`src/rtl/branch_unit.sv`:
```
// rtl/branch_unit.sv - registered branch resolution with optional 2-bit predictor table
// Optional predictor storage is built when BCOMP_BHT_EN is defined.
module branch_unit #(
  parameter int N     = 32,
  parameter int DEPTH = 16,
  parameter int CNT_W = 16
) (
  input  logic             clk,
  input  logic             reset,
  input  logic             valid_i,
  input  logic [N-1:0]     a,
  input  logic [N-1:0]     b,
  input  logic [2:0]       comp_ctrl,
  input  logic             Branch,
  input  logic             Jump,
  input  logic [N-1:0]     pc_i,
  input  logic             pred_taken_i,
  input  logic [N-1:0]     lookup_pc,
  output logic             pred_taken_o,
  output logic             res_valid,
  output logic [1:0]       PCSrc,
  output logic             taken,
  output logic             mispredict,
  output logic [CNT_W-1:0] br_cnt,
  output logic [CNT_W-1:0] mis_cnt
);

  localparam logic [2:0] COMP_EQ  = 3'd0;
  localparam logic [2:0] COMP_NE  = 3'd1;
  localparam logic [2:0] COMP_LT  = 3'd2;
  localparam logic [2:0] COMP_LTU = 3'd3;
  localparam logic [2:0] COMP_GE  = 3'd4;
  localparam logic [2:0] COMP_GEU = 3'd5;
  localparam int IW = $clog2(DEPTH);

  logic             w_cond;
  logic             w_t;
  logic             w_mis;
  logic             w_unused;
  logic             r_res_valid;
  logic [1:0]       r_pcsrc;
  logic             r_taken;
  logic             r_mis;
  logic [CNT_W-1:0] r_br_cnt;
  logic [CNT_W-1:0] r_mis_cnt;

  always_comb begin
    w_cond = 1'b0;
    case (comp_ctrl)
      COMP_EQ:  w_cond = (a == b);
      COMP_NE:  w_cond = (a != b);
      COMP_LT:  w_cond = ($signed(a) < $signed(b));
      COMP_LTU: w_cond = (a < b);
      COMP_GE:  w_cond = ($signed(a) >= $signed(b));
      COMP_GEU: w_cond = (a >= b);
      default:  w_cond = 1'b0;
    endcase
  end

  assign w_t   = Jump ? 1'b1 : (Branch ? w_cond : 1'b0);
  assign w_mis = (w_t != pred_taken_i);

  // Outputs are rebuilt every cycle so an idle cycle reads as all-zero.
  always_ff @(posedge clk) begin
    if (reset) begin
      r_res_valid <= 1'b0;
      r_pcsrc     <= 2'b00;
      r_taken     <= 1'b0;
      r_mis       <= 1'b0;
      r_br_cnt    <= '0;
      r_mis_cnt   <= '0;
    end else begin
      r_res_valid <= valid_i;
      r_taken     <= valid_i & w_t;
      r_mis       <= valid_i & w_mis;
      if (!valid_i)          r_pcsrc <= 2'b00;
      else if (w_t)          r_pcsrc <= 2'b01;
      else if (pred_taken_i) r_pcsrc <= 2'b10;
      else                   r_pcsrc <= 2'b00;
      if (valid_i && (Branch || Jump) && (r_br_cnt != '1))
        r_br_cnt <= r_br_cnt + CNT_W'(1);
      if (valid_i && w_mis && (r_mis_cnt != '1))
        r_mis_cnt <= r_mis_cnt + CNT_W'(1);
    end
  end

`ifdef BCOMP_BHT_EN
  logic [1:0]    r_bht [DEPTH];
  logic [IW-1:0] w_upd_idx;
  logic [IW-1:0] w_lk_idx;

  assign w_upd_idx    = pc_i[IW+1:2];
  assign w_lk_idx     = lookup_pc[IW+1:2];
  assign pred_taken_o = r_bht[w_lk_idx][1];

  always_ff @(posedge clk) begin
    if (reset) begin
      for (int i = 0; i < DEPTH; i++) r_bht[i] <= 2'b01;
    end else if (valid_i && Branch && !Jump) begin
      if (w_t && (r_bht[w_upd_idx] != 2'b11))
        r_bht[w_upd_idx] <= r_bht[w_upd_idx] + 2'd1;
      else if (!w_t && (r_bht[w_upd_idx] != 2'b00))
        r_bht[w_upd_idx] <= r_bht[w_upd_idx] - 2'd1;
    end
  end
`else
  assign pred_taken_o = 1'b0;
`endif

  // PC bits outside the index field carry no information for this unit.
  assign w_unused = &{1'b0, pc_i, lookup_pc};

  assign res_valid  = r_res_valid;
  assign PCSrc      = r_pcsrc;
  assign taken      = r_taken;
  assign mispredict = r_mis;
  assign br_cnt     = r_br_cnt;
  assign mis_cnt    = r_mis_cnt;

endmodule

```
`config.mk`:
```
export PLATFORM = sky130hd
export DESIGN_NAME = branch_unit
export DESIGN_NICKNAME = d
export VERILOG_FILES = /design/src/rtl/branch_unit.sv
export SDC_FILE = /design/constraint.sdc
export NUM_CORES = 1
export LEC_CHECK = 0
export CORE_ASPECT_RATIO = 0.9
export CORE_UTILIZATION = 40
export CTS_CLUSTER_DIAMETER = 200
export DETAILED_ROUTE_END_ITERATION = 10
export HOLD_SLACK_MARGIN = 0.05
export PLACE_DENSITY = 0.85
export RECOVER_POWER = 25
export REMOVE_ABC_BUFFERS = 1
export SLEW_MARGIN = 5
export SYNTH_ARGS = -nofsm -noshare
export SYNTH_HDL_FRONTEND = slang
export SYNTH_SLANG_ARGS = --single-unit
```
`constraint.sdc`:
```
create_clock -name clk -period 4.4 [get_ports clk]
set_clock_uncertainty 0.05 [all_clocks]
set_input_delay 0.88 -clock clk [delete_from_list [all_inputs] [get_ports clk]]
set_output_delay 0.88 -clock clk [all_outputs]
set_load 0.03 [all_outputs]
```
* Yosys cells after proc, flatten, opt, wreduce, memory -nomap -nowiden
Cells that the tools add are included.
** Cells by class
- Add/subtract/negate cells :: 2
- Order comparisons :: 4
- Multiplexer cells :: 5
- Reduce and logical (&&, ||, !) cells :: 8
- Equal/unequal tests :: 10
- Bitwise logic cells :: 3
** Operators with widths (count)
- >= comparator 32 bit :: 2
- < comparator 32 bit :: 2
- adder 16 x 1 -> 16 bit (second input constant) :: 2
- equality test 32 bit :: 1
- != test 16 bit (second input constant) :: 2
- != test 32 bit :: 1
- equality test 3 x 2 -> 1 bit (second input constant) :: 2
- equality test 3 bit (second input constant) :: 2
- one-hot mux 1 bit (6 select lines) :: 1
- logical AND 1 bit :: 4
- equality test 3 x 1 -> 1 bit (second input constant) :: 1
- zero test 3 bit :: 1
- two-way mux 1 bit :: 3
- OR reduction 3 bit :: 1
- bitwise AND 1 bit :: 2
- two-way mux 2 bit :: 1
- OR reduction 2 bit :: 1
- logical OR 1 bit :: 1
- != test 1 bit :: 1
- inverter 1 bit :: 1
** Storage, ports and cells
- Register bits :: 37
- Word-level logic and storage cells :: 39
- Output and inout bits :: 38
- Bits of input ports :: 137

* Longest topological paths before layout
Gate-level depths: netlist (run 1).
- Word-level depth :: 7
- Gate-level depth with buffers :: 11
- Mapped depth without buffers :: 10

* Least setup slack after synthesis (run 1)
OpenSTA, ideal clock, no wires.
- Kind :: input to register
- Start point :: input port b[7]
- End point :: register r_mis_cnt[5] (netlist: mis_cnt[5])
- Cell stages on the path :: 10
- Path slack :: 1063 ps
- Setup time :: 123 ps
- Data required time :: 4227 ps
- Arrival time :: 3164 ps
- Buffers on the path :: 0
- Cell sequence :: inv_1 -> ha_1 -> nand4_2 -> nor4_4 -> a32o_1 -> a311oi_1 -> o211a_4 -> or4b_4 -> a21oi_2 -> mux2_1
** On the way
- Longest elaborated chain between the ends :: 7
- Elaborated cells on any way between the ends :: 12
- Those cells by class :: 4 x order compare; 3 x eq/ne; 3 x mux; 2 x reduce/logical
** RTL lines
- start, declared :: RTL line 12 : input logic [N-1:0] b,
- >= comparator 32 bit (tied with other cells) :: RTL line 55 : COMP_GEU: w_cond = (a >= b);
- one-hot mux 1 bit (6 select lines) * :: RTL line 49 : case (comp_ctrl)
- two-way mux 1 bit * (2 in a row) :: RTL line 60 : assign w_t = Jump ? 1'b1 : (Branch ? w_cond : 1'b0);
- != test 1 bit * :: RTL line 61 : assign w_mis = (w_t != pred_taken_i);
- logical AND 1 bit * (2 in a row) :: RTL line 82 : if (valid_i && w_mis && (r_mis_cnt != '1))
- end signal, assigned :: RTL line 83 : r_mis_cnt <= r_mis_cnt + CNT_W'(1);
- end, declared :: RTL line 45 : logic [CNT_W-1:0] r_mis_cnt;
Mark *: on every way between the ends. The rest lies on a longest branch, timed or not.
A chain may end at the register's enable or synchronous reset.

* Worst setup path in the final report (run 1)
- Start point :: input port b[10]
- End point :: register r_mis_cnt[0] (netlist: mis_cnt[0])
Same word-level chain as after synthesis.

==> flow_summary.toml, run 1 <==
[run_status]
status = "completed"

[clocking]
path_clk_slew_ns = 0.07
htreeDepth = 2
post_cts_buffers = 0
cts_hold_buf = 0
insertion_delay_ns = 0.29
clock_sinks = 37
cts_buffer_depth = 2
cts_resized = 0
ctsRootBufferMaster = "clkbuf_8"
cts_tree = "done"
cts_made_buffers = 5

[setup_path]
critical_path_arrival_ns = 3.96
worstSetupStartpointType = "input pin"
crit_path_end_kind = "register"
crit_buf_inv = 2
crit_path_max_incr_delay_ns = 0.57
path_class = "input pin to register"
crit_chain = "clkdlybuf4s50_1 -> inv_1 -> ha_1 -> nand4_1 -> a2111oi_0 -> o41ai_2 -> a2bb2oi_2 -> or2_4 -> mux2i_1 -> mux2_2"
cp_slowest_cell = "a2111oi_0"
path_delay_family = "compound AO/OA/AOI/OAI gates"
critPathMaxFanout = 12
worstPathRequired_ns = 4.53

[synthesis]
synth_cell_types = 58
synth_ff_type = "dfxtp_1"
syn_inst = 364
yosys_warnings = 0
ys_seq_area_share_pct = 24.9
ys_seq_elements = 37
syn_area_per_cell_um2 = 8.17
async_flop_share_pct = 0
synth_edf_count = 0
synth_area_mm2 = 0.00297

[power]
seqPwrFrac_pct = 43.2
pwr-share-clk_pct = 29.1
power_leakage_uw = 0.00186
power_density_mw_per_mm2 = 190
p_int_uw = 571
combPwrFrac_pct = 27.7
peakVddDrop_v = 0.000205
p_switching_uw = 231
swShare_pct = 28.8
p_total_uw = 802

[die]
rows = 29
start_util_pct = 41.8
die_w_um = 92.9
design.core.area_mm2 = 0.00711
chipHeight_um = 83.8
ios = 175
die_area_mm2 = 0.00778

[place]
dp_hpwl_um = 5960
io_buffers = 109
place_congestion = 0.851
dpl_cell_area_mm2 = 0.00413

[run]
drv_cap = 0

[sta]
worstMarginPinSlew_ns = 0.566
setup_violations = 0
fin_setup_tns_ns = 0
final-max-slew-violation-count = 0
min_period_over_period_pct = 87.1
hold_viol_final = 0
slew_headroom_pct = 61.3
fin_crit_ns = 3.83
rsz0062_at_grt = "no"
max_freq_ghz = 0.261

[drt]
met1Wirelength_um = 3350
met2WireLength_um = 3500
wl_per_cell_um = 13.4
routed_wirelength_um = 7520
routed_via_density = 5.26
drt-initial-drc-count = 82
num_vias = 2961
first_pass_iters = 4
postRouteAntennaNets = 0
wl_met3_um = 565
highest_layer = "met4"
drc = 0

[final_layout]
final_area_mm2 = 0.00422
nets = 640
syn_to_final_growth_pct = 41.7
post-route-util_pct = 59.3
antenna_cells = 0
drive_gt1_share_pct = 5.53

[global_routing]
grt_pass1_wl_um = 12300
grt_usage_pct = 19.2
grt_pass1_vias = 2798
antenna_found_initial = 0
grt_max_degree = 30
grt.overflow.total = 0

[hold_path]
hold_path_class = "register to register"
==> cell usage after synthesis, types with 3 or more instances <==
master / count / area share (%)
inv_1: 38 / 4.8
dfxtp_1: 37 / 25
nor2_1: 36 / 4.5
ha_1: 34 / 14
nand2_1: 27 / 3.4
nand4_1: 21 / 4.4
nor2b_1: 19 / 4.0
nand3_1: 14 / 2.4
a21oi_1: 13 / 2.2
mux2_1: 9 / 3.4
mux2i_1: 9 / 3.0
clkbuf_1: 8 / 1.0
xor2_1: 8 / 2.4
and4_1: 7 / 2.1
o21ai_0: 7 / 1.2
and3_1: 6 / 1.3
a21o_1: 5 / 1.3
and2_1: 5 / 1.1
or3_1: 5 / 1.1
mux2_2: 4 / 1.5
xnor2_1: 4 / 1.2
a31oi_1: 3 / 0.63
nor3_1: 3 / 0.50
==> per-layer routing <==
metal  track usage, %  up-vias
met1             22.8     1352
met4             5.45        0
li1                 -     1501
met3             3.73        9
met5                0        -
met2             34.8       99
==> state kept, by name, indices dropped and copies added (netlist names) <==
name	flops
PCSrc	2
br_cnt	16
mis_cnt	16
mispredict	1
res_valid	1
taken	1
==> worst reg2reg max path, stage by stage (launching register included) <==
cell	delay, ns
dfxtp_1	0.41
and3_1	0.27
nand4_1	0.18
or3_1	0.60
nand4_1	0.30
nor3_1	0.11
and3_1	0.19
nand4_1	0.11
mux2_2	0.34
==> power groups by stage <==
stage / clock network (uW) / logic [uW] / registers [uW]
3_5_place_dp: 0 / 224 / 354
5_1_grt: 251 / 246 / 347
2_1_floorplan: 0 / 102 / 367
3_3_place_gp: 0 / 218 / 354
6_report: 233 / 222 / 346
4_1_cts: 236 / 226 / 346
==> worst paths after layout <==
check	end	startpoint	slack, ns	cells after the start
worst max-delay path	mis_cnt[0]$_SDFFE_PP0P_	b[10]	0.57	10
worst min-delay path	mis_cnt[1]$_SDFFE_PP0P_	mis_cnt[1]$_SDFFE_PP0P_	0.45	2
worst max register to register	mis_cnt[9]$_SDFFE_PP0P_	mis_cnt[7]$_SDFFE_PP0P_	1.73	8
worst min register to register	mis_cnt[1]$_SDFFE_PP0P_	mis_cnt[1]$_SDFFE_PP0P_	0.45	2
==> final cells by class <==
class | instances | area, um^2
fillers | 627 | 2900
multi-input cells | 277 | 2030
repair buffers | 110 | 1100
flip-flops and latches | 37 | 741
inverters | 38 | 143
well taps | 93 | 116
clock buffers | 6 | 72.6
clock inverters | 2 | 10.0
==> cells by family (layout without fill, tap and decap cells) <==
kind of cell,after synthesis,in the layout,synth area share (%)
buffers and inverters,50,156,6.69
AOI/OAI and AO/OA,50,50,12.5
DFF,37,37,24.9
adders and majority gates,34,34,14.3
and+or+nand+nor,158,158,30.0
xor gates and xnor gates,12,12,3.53
muxes,22,22,7.95
other,1,1,0.126
==> placed cells by master, fill, tap and decap left out, drive strengths merged, types with 2 or more instances in the layout <==
| cell | n |
|---|---|
| and2 | 5 |
| nor3 | 3 |
| nand2 | 27 |
| a31oi | 3 |
| ha | 34 |
| mux2i | 9 |
| or2 | 3 |
| clkinv | 2 |
| mux2 | 13 |
| clkbuf | 6 |
| and4 | 7 |
| a21o | 5 |
| clkdlybuf4s50 | 92 |
| o21bai | 2 |
| nand4 | 23 |
| dlygate4sd3 | 17 |
| a221oi | 2 |
| a21oi | 14 |
| o41ai | 2 |
| or3 | 6 |
| xnor2 | 4 |
| nor4 | 2 |
| dfxtp | 37 |
| nor2 | 36 |
| xor2 | 8 |
| and3 | 6 |
| inv | 38 |
| nand2b | 2 |
| nor2b | 19 |
| o21ai | 8 |
| nand3 | 14 |
| and4bb | 2 |
==> stage by stage <==
stage,worst slack [ns],cells,hold WS (ns)
3_3_place_gp,0.348,555,0.431
5_1_grt,0.350,563,0.473
3_5_place_dp,0.307,555,0.437
6_report,0.567,563,0.449
4_1_cts,0.605,563,0.450
2_1_floorplan,1.04,352,0.552
Note: power is estimated with default switching activity, not from simulation.
==> run 2: changes to the inputs <==
CAP_MARGIN = 20   (was default)
CORE_MARGIN = 3   (was default)
SKIP_LAST_GASP = 1   (was default)
==> flow_summary.toml, run 2 (synthesis gave the netlist of run 1 again) <==
[global_routing]
grt.overflow.total = 0
grt_usage_pct = 18.8
grt_pass1_wl_um = 13600
antenna_found_initial = 0
grt_pass1_vias = 2921
grt_max_degree = 32

[clocking]
clock_sinks = 37
post_cts_buffers = 0
cts_tree = "done"
cts_buffer_depth = 2
insertion_delay_ns = 0.29
htreeDepth = 2
cts_made_buffers = 5
cts_hold_buf = 0
ctsRootBufferMaster = "clkbuf_8"
path_clk_slew_ns = 0.07
cts_resized = 0

[setup_path]
critical_path_arrival_ns = 4.03
critPathMaxFanout = 12
crit_chain = "clkdlybuf4s50_1 -> inv_1 -> ha_1 -> and4_1 -> and4bb_4 -> a32o_1 -> nor4_1 -> a2bb2oi_2 -> or2_4 -> mux2i_1 -> mux2_2"
worstSetupStartpointType = "input pin"
path_delay_family = "simple AND/OR/NAND/NOR gates"
crit_buf_inv = 2
crit_path_max_incr_delay_ns = 0.46
crit_path_end_kind = "register"
worstPathRequired_ns = 4.52
cp_slowest_cell = "clkdlybuf4s50_1"
path_class = "input pin to register"

[drt]
routed_via_density = 5.32
drc = 0
postRouteAntennaNets = 0
num_vias = 2993
first_pass_iters = 4
routed_wirelength_um = 8010
drt-initial-drc-count = 99
wl_per_cell_um = 14.2
met1Wirelength_um = 3760
met2WireLength_um = 3830
wl_met3_um = 360
highest_layer = "met4"

[power]
peakVddDrop_v = 0.000200
pwr-share-clk_pct = 28.9
swShare_pct = 29.1
seqPwrFrac_pct = 43.0
p_switching_uw = 234
combPwrFrac_pct = 28.1
power_density_mw_per_mm2 = 191
p_int_uw = 571
power_leakage_uw = 0.00186

[hold_path]
hold_path_class = "register to register"

[die]
rows = 29
die_area_mm2 = 0.00851
chipHeight_um = 87.8
die_w_um = 96.9
ios = 175
design.core.area_mm2 = 0.00715
start_util_pct = 41.6

[sta]
final-max-slew-violation-count = 0
max_freq_ghz = 0.256
worstMarginPinSlew_ns = 0.616
fin_setup_tns_ns = 0
setup_violations = 0
rsz0062_at_grt = "no"
hold_viol_final = 0
fin_crit_ns = 3.90
min_period_over_period_pct = 88.7
slew_headroom_pct = 58.8

[final_layout]
syn_to_final_growth_pct = 41.7
seq_area_um2 = 741
stdcell_count = 563
mostFrequentLayoutCells = "92 x clkdlybuf4s50_1, 38 x inv_1, 37 x dfxtp_1"
fill_cells = 648
nets = 640
multiInputGateArea_mm2 = 0.00203
drive_gt1_share_pct = 5.53
antenna_cells = 0
layout_commonest_cell = "clkdlybuf4s50_1"

[run]
drv_cap = 0

[run_status]
status = "completed"

[place]
dp_hpwl_um = 6430
place_congestion = 0.899
io_buffers = 109
dpl.cell_count = 555
==> run 2: cell counts in the layout (fill, tap and decap cells not counted) <==
No cell type changed its count.
==> run 2: per-layer routing <==
metal,global-route usage (%),vias to the layer above
met5,0,-
met4,3.57,0
met3,3.11,6
met2,34.0,91
met1,24.1,1402
li1,-,1494
==> run 2: final timing paths <==
check | startpoint | endpoint | slack [ns] | cells after the start
worst max-delay path | b[23] | mis_cnt[0]$_SDFFE_PP0P_ | 0.50 | 11
worst min-delay path | mis_cnt[1]$_SDFFE_PP0P_ | mis_cnt[1]$_SDFFE_PP0P_ | 0.46 | 2
worst max register to register | mis_cnt[7]$_SDFFE_PP0P_ | mis_cnt[13]$_SDFFE_PP0P_ | 1.70 | 8
worst min register to register | mis_cnt[1]$_SDFFE_PP0P_ | mis_cnt[1]$_SDFFE_PP0P_ | 0.46 | 2
==> run 2: final cells by class <==
cell class | instances | share of cell area (%)
Timing Repair Buffer | 110 | 26.1
Clock inverter | 2 | 0.237
Clock buffer | 6 | 1.72
Multi-Input combinational cell | 277 | 48.3
Tap cell | 93 | 2.76
Inverter | 38 | 3.38
Sequential cell | 37 | 17.6
==> run 2: metrics by stage <==
| stage | util (%) | area (um^2) | total power (uW) | setup WS, ns | hold slack, ns |
|---|---|---|---|---|---|
| global placement | 57.8 | 4130 | 572 | 0.338 | 0.434 |
| global route | 59.0 | 4220 | 845 | 0.287 | 0.479 |
| finish | 59.0 | 4220 | 805 | 0.498 | 0.457 |
| floorplan | - | 2920 | 468 | 1.04 | 0.552 |
| CTS | 59.0 | 4220 | 812 | 0.543 | 0.462 |
| detailed placement | 57.8 | 4130 | 582 | 0.237 | 0.448 |
==> run 2: power groups by stage <==
stage | sequential (uW) | combinational (uW) | clock, uW
floorplan | 367 | 102 | 0
global placement | 354 | 218 | 0
detailed placement | 354 | 227 | 0
CTS | 346 | 229 | 237
global route | 347 | 249 | 249
finish | 346 | 226 | 233
==> run 2: worst reg2reg max path, stage by stage (launching register included) <==
cell and delay, ns:
dfxtp_1 0.43, and3_1 0.27, nand4_1 0.17, or3_1 0.59
nand4_1 0.30, nor3_1 0.11, nand2_1 0.13, and4bb_1 0.24
mux2_1 0.30
